[config.mk]
export PLATFORM = sky130hd
export DESIGN_NAME = sdram_client_sched
export DESIGN_NICKNAME = d
export VERILOG_FILES = /design/src/rtl/sdram_sched_pkg.sv /design/src/rtl/rr_arbiter.sv /design/src/rtl/sdram_client_sched.sv
export SDC_FILE = /design/constraint.sdc
export NUM_CORES = 1
export LEC_CHECK = 0
export ABC_AREA = 0
export ABC_CLOCK_PERIOD_IN_PS = 3620
export BUFFER_PORTS_ARGS = -buffer_cell sky130_fd_sc_hd__buf_2
export CORE_MARGIN = 3
export CORE_UTILIZATION = 45
export DETAILED_ROUTE_END_ITERATION = 10
export GPL_ROUTABILITY_DRIVEN = 0
export PLACE_DENSITY = 0.79
export SLEW_MARGIN = 15
export SYNTH_ARGS = -nofsm -noshare
export SYNTH_HDL_FRONTEND = slang
export SYNTH_SLANG_ARGS = --single-unit
[constraint.sdc]
create_clock -name clk -period 3.62 [get_ports clk]
set_input_delay 0.543 -clock clk [delete_from_list [all_inputs] [get_ports clk]]
set_output_delay 0.543 -clock clk [all_outputs]
set_load 0.01 [all_outputs]
[src/rtl/sdram_sched_pkg.sv]
// Shared types and widths for the SDRAM client scheduler and its helpers.
package sdram_sched_pkg;
  localparam int SDRAM_ADDR_W = 25;
  localparam int SDRAM_DATA_W = 8;

  typedef enum logic [2:0] {
    ST_IDLE,
    ST_ISSUE,
    ST_WAIT_BUSY,
    ST_WAIT_DONE,
    ST_GAP,
    ST_REF,
    ST_REF_WAIT
  } sched_state_t;
endpackage

[src/rtl/rr_arbiter.sv]
// Combinational round-robin arbiter: first requester after ptr wins, wrapping at N-1.
module rr_arbiter #(
  parameter int N = 4,
  localparam int IDX_W = (N > 1) ? $clog2(N) : 1
) (
  input  logic [N-1:0]     req,
  input  logic [IDX_W-1:0] ptr,
  output logic [N-1:0]     grant,
  output logic [IDX_W-1:0] grant_idx,
  output logic             valid
);
  int               cand;
  logic [IDX_W-1:0] ci;

  always_comb begin
    grant     = '0;
    grant_idx = '0;
    valid     = 1'b0;
    cand      = 0;
    ci        = '0;
    for (int k = 1; k <= N; k++) begin
      cand = int'(ptr) + k;
      if (cand >= N) cand = cand - N;
      ci = IDX_W'(cand);
      if (!valid && req[ci]) begin
        valid     = 1'b1;
        grant[ci] = 1'b1;
        grant_idx = ci;
      end
    end
  end
endmodule

[src/rtl/sdram_client_sched.sv]
// Shares one SDRAM controller channel between clients round-robin and owns auto-refresh timing.
//  state        | meaning
//  ST_IDLE      | pick refresh or next client
//  ST_ISSUE     | strobe rises with latched request
//  ST_WAIT_BUSY | strobe held until controller reports busy
//  ST_WAIT_DONE | strobe held; busy falling completes and acks
//  ST_GAP       | strobes low one cycle so the next access is a fresh edge
//  ST_REF       | one-cycle refresh pulse
//  ST_REF_WAIT  | hold off clients for one controller cycle
module sdram_client_sched
  import sdram_sched_pkg::*;
#(
  parameter int NUM_CLIENTS  = 4,
  parameter int REF_INTERVAL = 660,
  parameter int REF_MAX_DEBT = 8,
  parameter int CTRL_CYCLE   = 8
) (
  input  logic                                clk,
  input  logic                                reset,
  input  logic [NUM_CLIENTS-1:0]              cl_req,
  input  logic [NUM_CLIENTS-1:0]              cl_we,
  input  logic [NUM_CLIENTS*SDRAM_ADDR_W-1:0] cl_addr,
  input  logic [NUM_CLIENTS*SDRAM_DATA_W-1:0] cl_din,
  output logic [NUM_CLIENTS-1:0]              cl_ack,
  output logic [SDRAM_DATA_W-1:0]             cl_dout,
  output logic [SDRAM_ADDR_W-1:0]             sd_addr,
  output logic                                sd_rd,
  output logic                                sd_wr,
  output logic [SDRAM_DATA_W-1:0]             sd_din,
  input  logic [SDRAM_DATA_W-1:0]             sd_dout,
  input  logic                                sd_busy,
  output logic                                sd_refresh,
  output logic [3:0]                          ref_debt,
  output logic                                ref_overrun
);
  localparam int IDX_W  = (NUM_CLIENTS > 1) ? $clog2(NUM_CLIENTS) : 1;
  localparam int REF_TW = (REF_INTERVAL > 2) ? $clog2(REF_INTERVAL) : 1;
  localparam int HOLD_W = (CTRL_CYCLE > 2) ? $clog2(CTRL_CYCLE) : 1;
  localparam logic [REF_TW-1:0] REF_LOAD  = REF_TW'(REF_INTERVAL - 1);
  localparam logic [HOLD_W-1:0] HOLD_LOAD = HOLD_W'(CTRL_CYCLE - 1);
  localparam logic [3:0]        DEBT_MAX  = 4'(REF_MAX_DEBT);

  sched_state_t            state, state_nxt;
  logic [IDX_W-1:0]        rr_ptr, arb_idx;
  logic [NUM_CLIENTS-1:0]  arb_grant, gnt_q;
  logic                    arb_valid, take, done, strobe, ref_tick, ref_issue;
  logic [SDRAM_ADDR_W-1:0] addr_q;
  logic [SDRAM_DATA_W-1:0] din_q, dout_q;
  logic                    we_q;
  logic [REF_TW-1:0]       ref_timer;
  logic [HOLD_W-1:0]       hold_cnt;
  int                      sel;

  rr_arbiter #(.N(NUM_CLIENTS)) u_arb (
    .req      (cl_req),
    .ptr      (rr_ptr),
    .grant    (arb_grant),
    .grant_idx(arb_idx),
    .valid    (arb_valid)
  );

  assign ref_tick  = (ref_timer == '0);
  assign ref_issue = (state == ST_REF);
  assign done      = (state == ST_WAIT_DONE) && !sd_busy;
  assign take      = (state == ST_IDLE) && (ref_debt != DEBT_MAX) && arb_valid;
  assign sel       = int'(arb_idx);

  // Timer reloads on the tick; a same-cycle tick and issue leave the debt alone.
  always_ff @(posedge clk) begin
    if (reset) begin
      ref_timer   <= REF_LOAD;
      ref_debt    <= '0;
      ref_overrun <= 1'b0;
    end else begin
      ref_timer <= ref_tick ? REF_LOAD : ref_timer - REF_TW'(1);
      if (ref_tick && !ref_issue) begin
        if (ref_debt == DEBT_MAX) ref_overrun <= 1'b1;
        else                      ref_debt    <= ref_debt + 4'd1;
      end else if (ref_issue && !ref_tick) begin
        ref_debt <= ref_debt - 4'd1;
      end
    end
  end

  always_ff @(posedge clk) begin
    if (reset) begin
      state    <= ST_IDLE;
      rr_ptr   <= IDX_W'(NUM_CLIENTS - 1);
      gnt_q    <= '0;
      addr_q   <= '0;
      din_q    <= '0;
      we_q     <= 1'b0;
      dout_q   <= '0;
      hold_cnt <= '0;
    end else begin
      state <= state_nxt;
      if (take) begin
        rr_ptr <= arb_idx;
        gnt_q  <= arb_grant;
        addr_q <= cl_addr[sel*SDRAM_ADDR_W +: SDRAM_ADDR_W];
        din_q  <= cl_din[sel*SDRAM_DATA_W +: SDRAM_DATA_W];
        we_q   <= cl_we[arb_idx];
      end
      if (done && !we_q) dout_q <= sd_dout;
      if (state == ST_REF)                               hold_cnt <= HOLD_LOAD;
      else if (state == ST_REF_WAIT && hold_cnt != '0)   hold_cnt <= hold_cnt - HOLD_W'(1);
    end
  end

  // Outputs are gated by reset so an aborted access drops its strobe at once.
  always_comb begin
    state_nxt  = state;
    strobe     = 1'b0;
    cl_ack     = '0;
    cl_dout    = dout_q;
    sd_refresh = 1'b0;
    case (state)
      ST_IDLE: begin
        if (ref_debt == DEBT_MAX) state_nxt = ST_REF;
        else if (arb_valid)       state_nxt = ST_ISSUE;
        else if (ref_debt != '0)  state_nxt = ST_REF;
      end
      ST_ISSUE: begin
        strobe    = 1'b1;
        state_nxt = ST_WAIT_BUSY;
      end
      ST_WAIT_BUSY: begin
        strobe = 1'b1;
        if (sd_busy) state_nxt = ST_WAIT_DONE;
      end
      ST_WAIT_DONE: begin
        strobe = sd_busy;
        if (!sd_busy) state_nxt = ST_GAP;
      end
      ST_GAP:      state_nxt = ST_IDLE;
      ST_REF: begin
        sd_refresh = !reset;
        state_nxt  = ST_REF_WAIT;
      end
      ST_REF_WAIT: if (hold_cnt == '0) state_nxt = ST_IDLE;
      default:     state_nxt = ST_IDLE;
    endcase
    if (done && !reset) begin
      cl_ack = gnt_q;
      if (!we_q) cl_dout = sd_dout;
    end
    strobe  = strobe && !reset;
    sd_rd   = strobe && !we_q;
    sd_wr   = strobe && we_q;
    sd_addr = addr_q;
    sd_din  = din_q;
  end
endmodule
==> flow_summary_export.csv, run 1 <==
group,metric,value,unit
status,run_status,"completed",
yosys,avgSynthCellArea,9.289,um^2
global_route,grt_use_total,0.2166,
clock_network,cts-buffers-inserted,9,
timing,tightestPinTransition,0.7169,ns
yosys,postSynth.asyncResetShare,0,
yosys,synthDominantCellAreaShare,0.3319,
setup_path,worstPathArrival,2.67,ns
timing,skew,0.01596,ns
global_route,grt_antenna_before_repair,0,
placement,placedCellCount,740,
clock_network,postCtsSetupRepairBufs,0,
yosys,netlist_top_cells_area,"sky130_fd_sc_hd__dfxtp_1 (33%), sky130_fd_sc_hd__mux2i_1 (18%), sky130_fd_sc_hd__o221ai_1 (7.4%)",
drt,route.detailed.drc,0,
finish,final_layout_size_suffix_gt1_frac,0.3879,
timing,maxSlewHeadroom,0.5221,
drt,first_pass_iters,4,
setup_path,worst-path-max-fanout,16,
clock_network,holdBufCountCts,0,
clock_network,path_clk_slew,0.08,ns
timing,rsz_0062_raised_after_global_routing,"false",
yosys,synth_flop_cell,"sky130_fd_sc_hd__dfxtp_1",
hold_path,worstHoldPathType,"reg -> reg",
yosys,synth_nets,613,
yosys,synth_edf_count,0,
timing,sum_of_negative_setup_slack,0,ns
global_route,grt_overflow_total,0,
die,initial_core_util,0.4703,
yosys,yosysSeqAreaShare,0.3319,
clock_network,cts.sink_count,69,
power_and_ir_drop,power_per_cell_area,631.5,mW/mm^2
flow_run,max-cap-violations,0,
global_route,grt_max_degree,35,
finish,num-fill-cells,784,
power_and_ir_drop,irDropWorstVdd,0.3463,mV
die,core_area,0.008848,mm^2
yosys,synth.lib_cells_used.distinct,54,
yosys,ys_seq_elements,69,
drt,route.vias.total,4102,
placement,portBuffers,203,
timing,setup_viol_count_final,0,
finish,area.growth.synth_to_final,29.95,%
clock_network,clk_root_buffer_cell,"sky130_fd_sc_hd__clkbuf_8",
die,die_x,102.2,um
timing,finalHoldViolCount,0,
timing,maxSlewViolCount,0,
clock_network,post_cts_resize_count,0,
clock_network,clock_latency_of_the_later_clocked_register_in_the_worst_skew_pair,0.33,ns
drt,vias_per_cell,5.433,
finish,layout.cells.non_filler,755,
yosys,synth_area_leader_cell,"sky130_fd_sc_hd__dfxtp_1",
clock_network,htree_num_levels,3,
die,floorplan.die_area,0.01044,mm^2
power_and_ir_drop,design_power_total,3415,uW
timing,final.period_utilization,0.8874,
placement,final_hpwl_dp,9431,um
setup_path,worst_ep_required_time,3.08,ns
clock_network,cts_tree,"yes",
clock_network,clock_tree.buffer_depth,2,
timing,max_clock_freq,311.3,MHz
power_and_ir_drop,total_leakage_power,0.002796,uW
drt,wl_per_cell,16.08,um
drt,ant_nets,0,
drt,drt-total-wl,12140,um
yosys,post_synth_instance_area,0.004161,mm^2
drt,drt_first_iter_violations,150,
timing,fin_crit,3.213,ns
finish,design.final.nets,808,
setup_path,startpoint_type,"flop",
yosys,synthCells,448,
yosys,ys_warn_count,0,
global_route,first_global_vias,3697,
setup_path,type_of_element_capturing_the_critical_path,"output port",
global_route,grt_pass1_wl,17750,um
die,std_cell_rows,34,
die,die_y,102.2,um
finish,insertedDiodeCount,0,
setup_path,criticalPathCategory,"reg -> out",
die,ios,204,
## layer usage
metal | GRT usage | share of wire | up-vias
met3 | 0.04369 | 0.068 | 17
li1 | - | - | 2030
met1 | 0.2740 | 0.42 | 1903
met5 | 0 | 0 | -
met4 | 0.08779 | 0.022 | 0
met2 | 0.3613 | 0.49 | 152
## metrics by stage
step	worst slack, ns	area (um^2)	hold WS (ns)	util
after global routing	0.1788	5408	0.4175	0.6111
after CTS	0.3887	5408	0.4139	0.6111
after detailed placement	0.5785	5231	0.3971	0.5912
after global placement	0.6783	5231	0.3893	0.5912
final	0.4074	5408	0.4124	0.6111
after floorplan	0.6973	4161	0.3790	-
## critical path, cell delays in order, from the launching register on
cell and delay, ns:
sky130_fd_sc_hd__dfxtp_1 0.55, sky130_fd_sc_hd__nand2_1 0.14, sky130_fd_sc_hd__nor4_1 0.45, sky130_fd_sc_hd__and2_1 0.63
sky130_fd_sc_hd__mux2_2 0.41, sky130_fd_sc_hd__buf_2 0.14
## final timing paths
check,from,end,slack (ns),depth (start not counted)
max,state[0],cl_dout[6],0.41,5
min reg2reg,ref_timer[0],ref_timer[0],0.41,1
min,ref_timer[0],ref_timer[0],0.41,1
max reg2reg,rr_ptr[0],sd_addr[18],0.67,9
## cells by family (layout without fill, tap and decap cells)
kind of cell               Yosys count  in the layout  synth area share
xor gates and xnor gates            12             12           0.02526
AOI/OAI and AO/OA                   86             86            0.1585
muxes                               88             88            0.2267
adders and majority gates           14             14           0.04390
buffers and inverters               43            242           0.06164
and+or+nand+nor                    136            136            0.1521
DFF                                 69             69            0.3319
## where the power goes
part | total (uW) | switching (uW) | internal (uW)
registers | 1040 | 111 | 926
logic | 1810 | 961 | 852
clock network | 565 | 282 | 283
total | 3410 | 1350 | 2060
## flip-flops by register name, indices dropped and copies added, names as in the netlist
signal and count:
ref_debt 4, rr_ptr 2, sd_addr 25, state 3, ref_overrun 1, we_q 1, gnt_q 4, sd_din 8
hold_cnt 3, dout_q 8, ref_timer 10
## synth_stat cells (all sizes together) (5+ instances only)
library cell  instances
nand2b                6
o221ai               35
nand2                56
mux2i                75
and2                  6
a21oi                10
a22o                  8
ha                   13
dfxtp                69
clkbuf               11
xnor2                 8
o21ai                10
inv                   9
nor3                  5
nor4                  6
mux2                 10
buf                  23
a22oi                 5
nor2                 38
## layout make-up
class / count / area [um^2] / share of cell area
multi-input combinational: 336 / 2527 / 0.4674
sequential: 69 / 1381 / 0.2554
inverter: 9 / 33.78 / 0.006247
tap: 108 / 135.1 / 0.02499
clock buffer: 12 / 155.1 / 0.02869
timing repair buffer: 218 / 1154 / 0.2133
clock inverter: 3 / 21.27 / 0.003933
## placed cells by master (no fill, tap or decap), types with 5 or more instances in the layout
master / synthesis / final
sky130_fd_sc_hd__a22o_1: 8 / 8
sky130_fd_sc_hd__and2_1: 5 / 5
sky130_fd_sc_hd__inv_1: 9 / 9
sky130_fd_sc_hd__a22oi_1: 5 / 5
sky130_fd_sc_hd__xnor2_1: 8 / 8
sky130_fd_sc_hd__buf_2: 13 / 203
sky130_fd_sc_hd__dfxtp_1: 69 / 69
sky130_fd_sc_hd__nand2_1: 56 / 56
sky130_fd_sc_hd__mux2i_1: 74 / 74
sky130_fd_sc_hd__buf_4: 3 / 13
sky130_fd_sc_hd__nor3_1: 5 / 5
sky130_fd_sc_hd__a21oi_1: 10 / 10
sky130_fd_sc_hd__nor4_1: 6 / 6
sky130_fd_sc_hd__mux2_2: 10 / 10
sky130_fd_sc_hd__nor2_1: 38 / 37
sky130_fd_sc_hd__o221ai_1: 35 / 35
sky130_fd_sc_hd__ha_1: 13 / 13
sky130_fd_sc_hd__nand2b_1: 6 / 6
sky130_fd_sc_hd__o21ai_0: 9 / 9
sky130_fd_sc_hd__clkbuf_8: 0 / 11
Power figures use the tool's default switching activity.
==> run 2: changes to the inputs <==
--- a/config.mk
+++ b/config.mk
@@ -6,13 +6,13 @@
 export NUM_CORES = 1
 export LEC_CHECK = 0
 export ABC_AREA = 0
-export ABC_CLOCK_PERIOD_IN_PS = 3620
 export BUFFER_PORTS_ARGS = -buffer_cell sky130_fd_sc_hd__buf_2
-export CORE_MARGIN = 3
+export CORE_MARGIN = 2
 export CORE_UTILIZATION = 45
 export DETAILED_ROUTE_END_ITERATION = 10
 export GPL_ROUTABILITY_DRIVEN = 0
 export PLACE_DENSITY = 0.79
+export REMOVE_ABC_BUFFERS = 1
 export SLEW_MARGIN = 15
 export SYNTH_ARGS = -nofsm -noshare
 export SYNTH_HDL_FRONTEND = slang
==> run 2 against run 1 <==
Effect of this change:
- maximum frequency fell by 3.2%
- total power rose by 3.6%
- register-to-register slack got worse by 0.37 ns
==> flow_summary_export.csv, run 2 (synthesized netlist as in run 1, its figures left out) <==
group,metric,value,unit
timing,maxSlewViolCount,0,
flow_run,max-cap-violations,0,
hold_path,worstHoldEndpoint,"ref_timer[0]",
clock_network,clock_tree.buffer_depth,2,
timing,skew,0.01398,ns
clock_network,clock_latency_of_the_later_clocked_register_in_the_worst_skew_pair,0.34,ns
die,initial_core_util,0.4569,
power_and_ir_drop,internal_power,2169,uW
setup_path,critical_path.reg2reg.startpoint,"rr_ptr[1]",
setup_path,type_of_element_capturing_the_critical_path,"flop",
global_route,grt_overflow_total,0,
placement,portBuffers,203,
die,std_cell_rows,35,
status,run_status,"completed",
drt,route.detailed.drc,0,
clock_network,cts_tree,"yes",
timing,max_clock_freq,301.3,MHz
global_route,grt_use_total,0.2223,
power_and_ir_drop,power_share_of_the_sequential_group,0.296,
finish,area.growth.synth_to_final,30.85,%
placement,final_hpwl_dp,8901,um
finish,finalInstanceArea,0.005445,mm^2
clock_network,clk_root_buffer_cell,"sky130_fd_sc_hd__clkbuf_8",
clock_network,cts.sink_count,69,
finish,layout.cells.most_common_list,"sky130_fd_sc_hd__buf_2 (203), sky130_fd_sc_hd__mux2i_1 (74), sky130_fd_sc_hd__dfxtp_1 (69)",
setup_path,startpoint_type,"flop",
die,die_x,100.2,um
timing,fin_crit,3.319,ns
power_and_ir_drop,total_leakage_power,0.002816,uW
power_and_ir_drop,clock_group_share_of_total_power,0.194,
timing,finalHoldViolCount,0,
die,core_area,0.009109,mm^2
finish,number_of_flip_flops_in_the_largest_register,25,
clock_network,holdBufCountCts,0,
setup_path,slowest_delay,0.59,ns
drt,drt_first_iter_violations,169,
finish,design.final.nets,809,
global_route,grt_max_degree,35,
drt,first_pass_iters,4,
setup_path,worst-path-max-fanout,30,
setup_path,r2r_slack,0.30,ns
die,die_y,100.2,um
global_route,first_global_vias,3781,
setup_path,critical_path_buf_inv_count,2,
setup_path,worstPathArrival,3.53,ns
power_and_ir_drop,switching_share,0.3870,
drt,drt-total-wl,11590,um
die,ios,204,
drt,route.vias.total,4120,
setup_path,worst_ep_required_time,3.83,ns
setup_path,slowest_stage,"sky130_fd_sc_hd__dfxtp_1",
power_and_ir_drop,power_frac_comb,0.510,
power_and_ir_drop,power_per_cell_area,649.7,mW/mm^2
timing,sum_of_negative_setup_slack,0,ns
timing,setup_viol_count_final,0,
power_and_ir_drop,irDropWorstVdd,0.3237,mV
setup_path,cpLargestDelayFamily,"compound AO/OA/AOI/OAI gates",
hold_path,min_delay_path_depth,1,
global_route,grt_antenna_before_repair,0,
drt,vias_per_cell,5.421,
clock_network,postCtsSetupRepairBufs,0,
clock_network,post_cts_resize_count,0,
finish,final_common_cell,"sky130_fd_sc_hd__buf_2",
setup_path,number_of_cells_traversed_by_the_worst_register_to_register_path,9,
finish,insertedDiodeCount,0,
die,floorplan.die_area,0.01003,mm^2
drt,wl_per_cell,15.24,um
setup_path,reg2reg_to,"sd_addr[0]",
finish,final_layout_size_suffix_gt1_frac,0.3898,
placement,placement.cell_area,0.005230,mm^2
hold_path,worst_hold_startpoint,"ref_timer[0]",
timing,maxSlewHeadroom,0.4627,
timing,final.period_utilization,0.9168,
clock_network,htree_num_levels,3,
setup_path,criticalPathCategory,"reg -> reg",
global_route,grt_pass1_wl,17930,um
timing,tightestPinTransition,0.7986,ns
clock_network,cts-buffers-inserted,9,
drt,ant_nets,0,
hold_path,worstHoldPathType,"reg -> reg",
power_and_ir_drop,switchingPower,1369,uW
setup_path,path_cells,"inv_1, ha_1, mux4_2, nor2b_4, o21ai_2, o31a_2, buf_12, mux2i_1, o221ai_1",
clock_network,path_clk_slew,0.08,ns
timing,rsz_0062_raised_after_global_routing,"false",
run 2: worst max path at each step:
stage               slack [ns]          to       from  cells past startpoint
finish                    0.30  sd_addr[0]  rr_ptr[1]                      9
global route              0.05   sd_din[7]  rr_ptr[1]                      9
CTS                       0.33  sd_addr[0]  rr_ptr[1]                      9
detailed placement        0.33  sd_addr[0]  rr_ptr[1]                      9
global placement          0.52  sd_addr[3]  rr_ptr[1]                      9
floorplan                -1.40  sd_addr[0]  rr_ptr[0]                      8
run 2: metal layers:
layer  GRT usage  wire length (um)  vias up
met1      0.2592              4691     1897
met2      0.4011              5793      163
met5           0                 0        -
li1            -                 -     2036
met3     0.03900               778       24
met4     0.09062               324        0
run 2: power groups by stage:
stage	clock network (uW)	logic, uW	registers [uW]
global route	734	1970	1070
CTS	704	1810	1050
detailed placement	0	1800	1060
finish	688	1800	1050
global placement	0	1750	1050
floorplan	0	1240	1110
run 2: metrics by stage:
step	setup WS [ns]	utilization	power (uW)	std cells	hold WS, ns
3_3_place_gp	0.5171	0.5742	2804	744	0.3916
4_1_cts	0.3314	0.5978	3556	760	0.4119
6_report	0.3011	0.5978	3538	760	0.4106
5_1_grt	0.04854	0.5978	3768	760	0.4223
2_1_floorplan	-1.401	-	2341	414	0.3790
3_5_place_dp	0.3311	0.5742	2864	744	0.3959
run 2: final cells by class:
type,instances,area (um^2)
clock inverter,6,87.58
inverter,9,33.78
sequential,69,1381
fill,792,3664
tap,111,138.9
multi-input combinational,336,2527
timing repair buffer,219,1149
clock buffer,10,127.6
run 2: worst reg2reg max path, stage by stage, from the launching register on:
cell and delay, ns:
sky130_fd_sc_hd__dfxtp_1 0.59, sky130_fd_sc_hd__inv_1 0.23, sky130_fd_sc_hd__ha_1 0.49, sky130_fd_sc_hd__mux4_2 0.39, sky130_fd_sc_hd__nor2b_4 0.17, sky130_fd_sc_hd__o21ai_2 0.11, sky130_fd_sc_hd__o31a_2 0.50, sky130_fd_sc_hd__buf_12 0.29
sky130_fd_sc_hd__mux2i_1 0.28, sky130_fd_sc_hd__o221ai_1 0.14
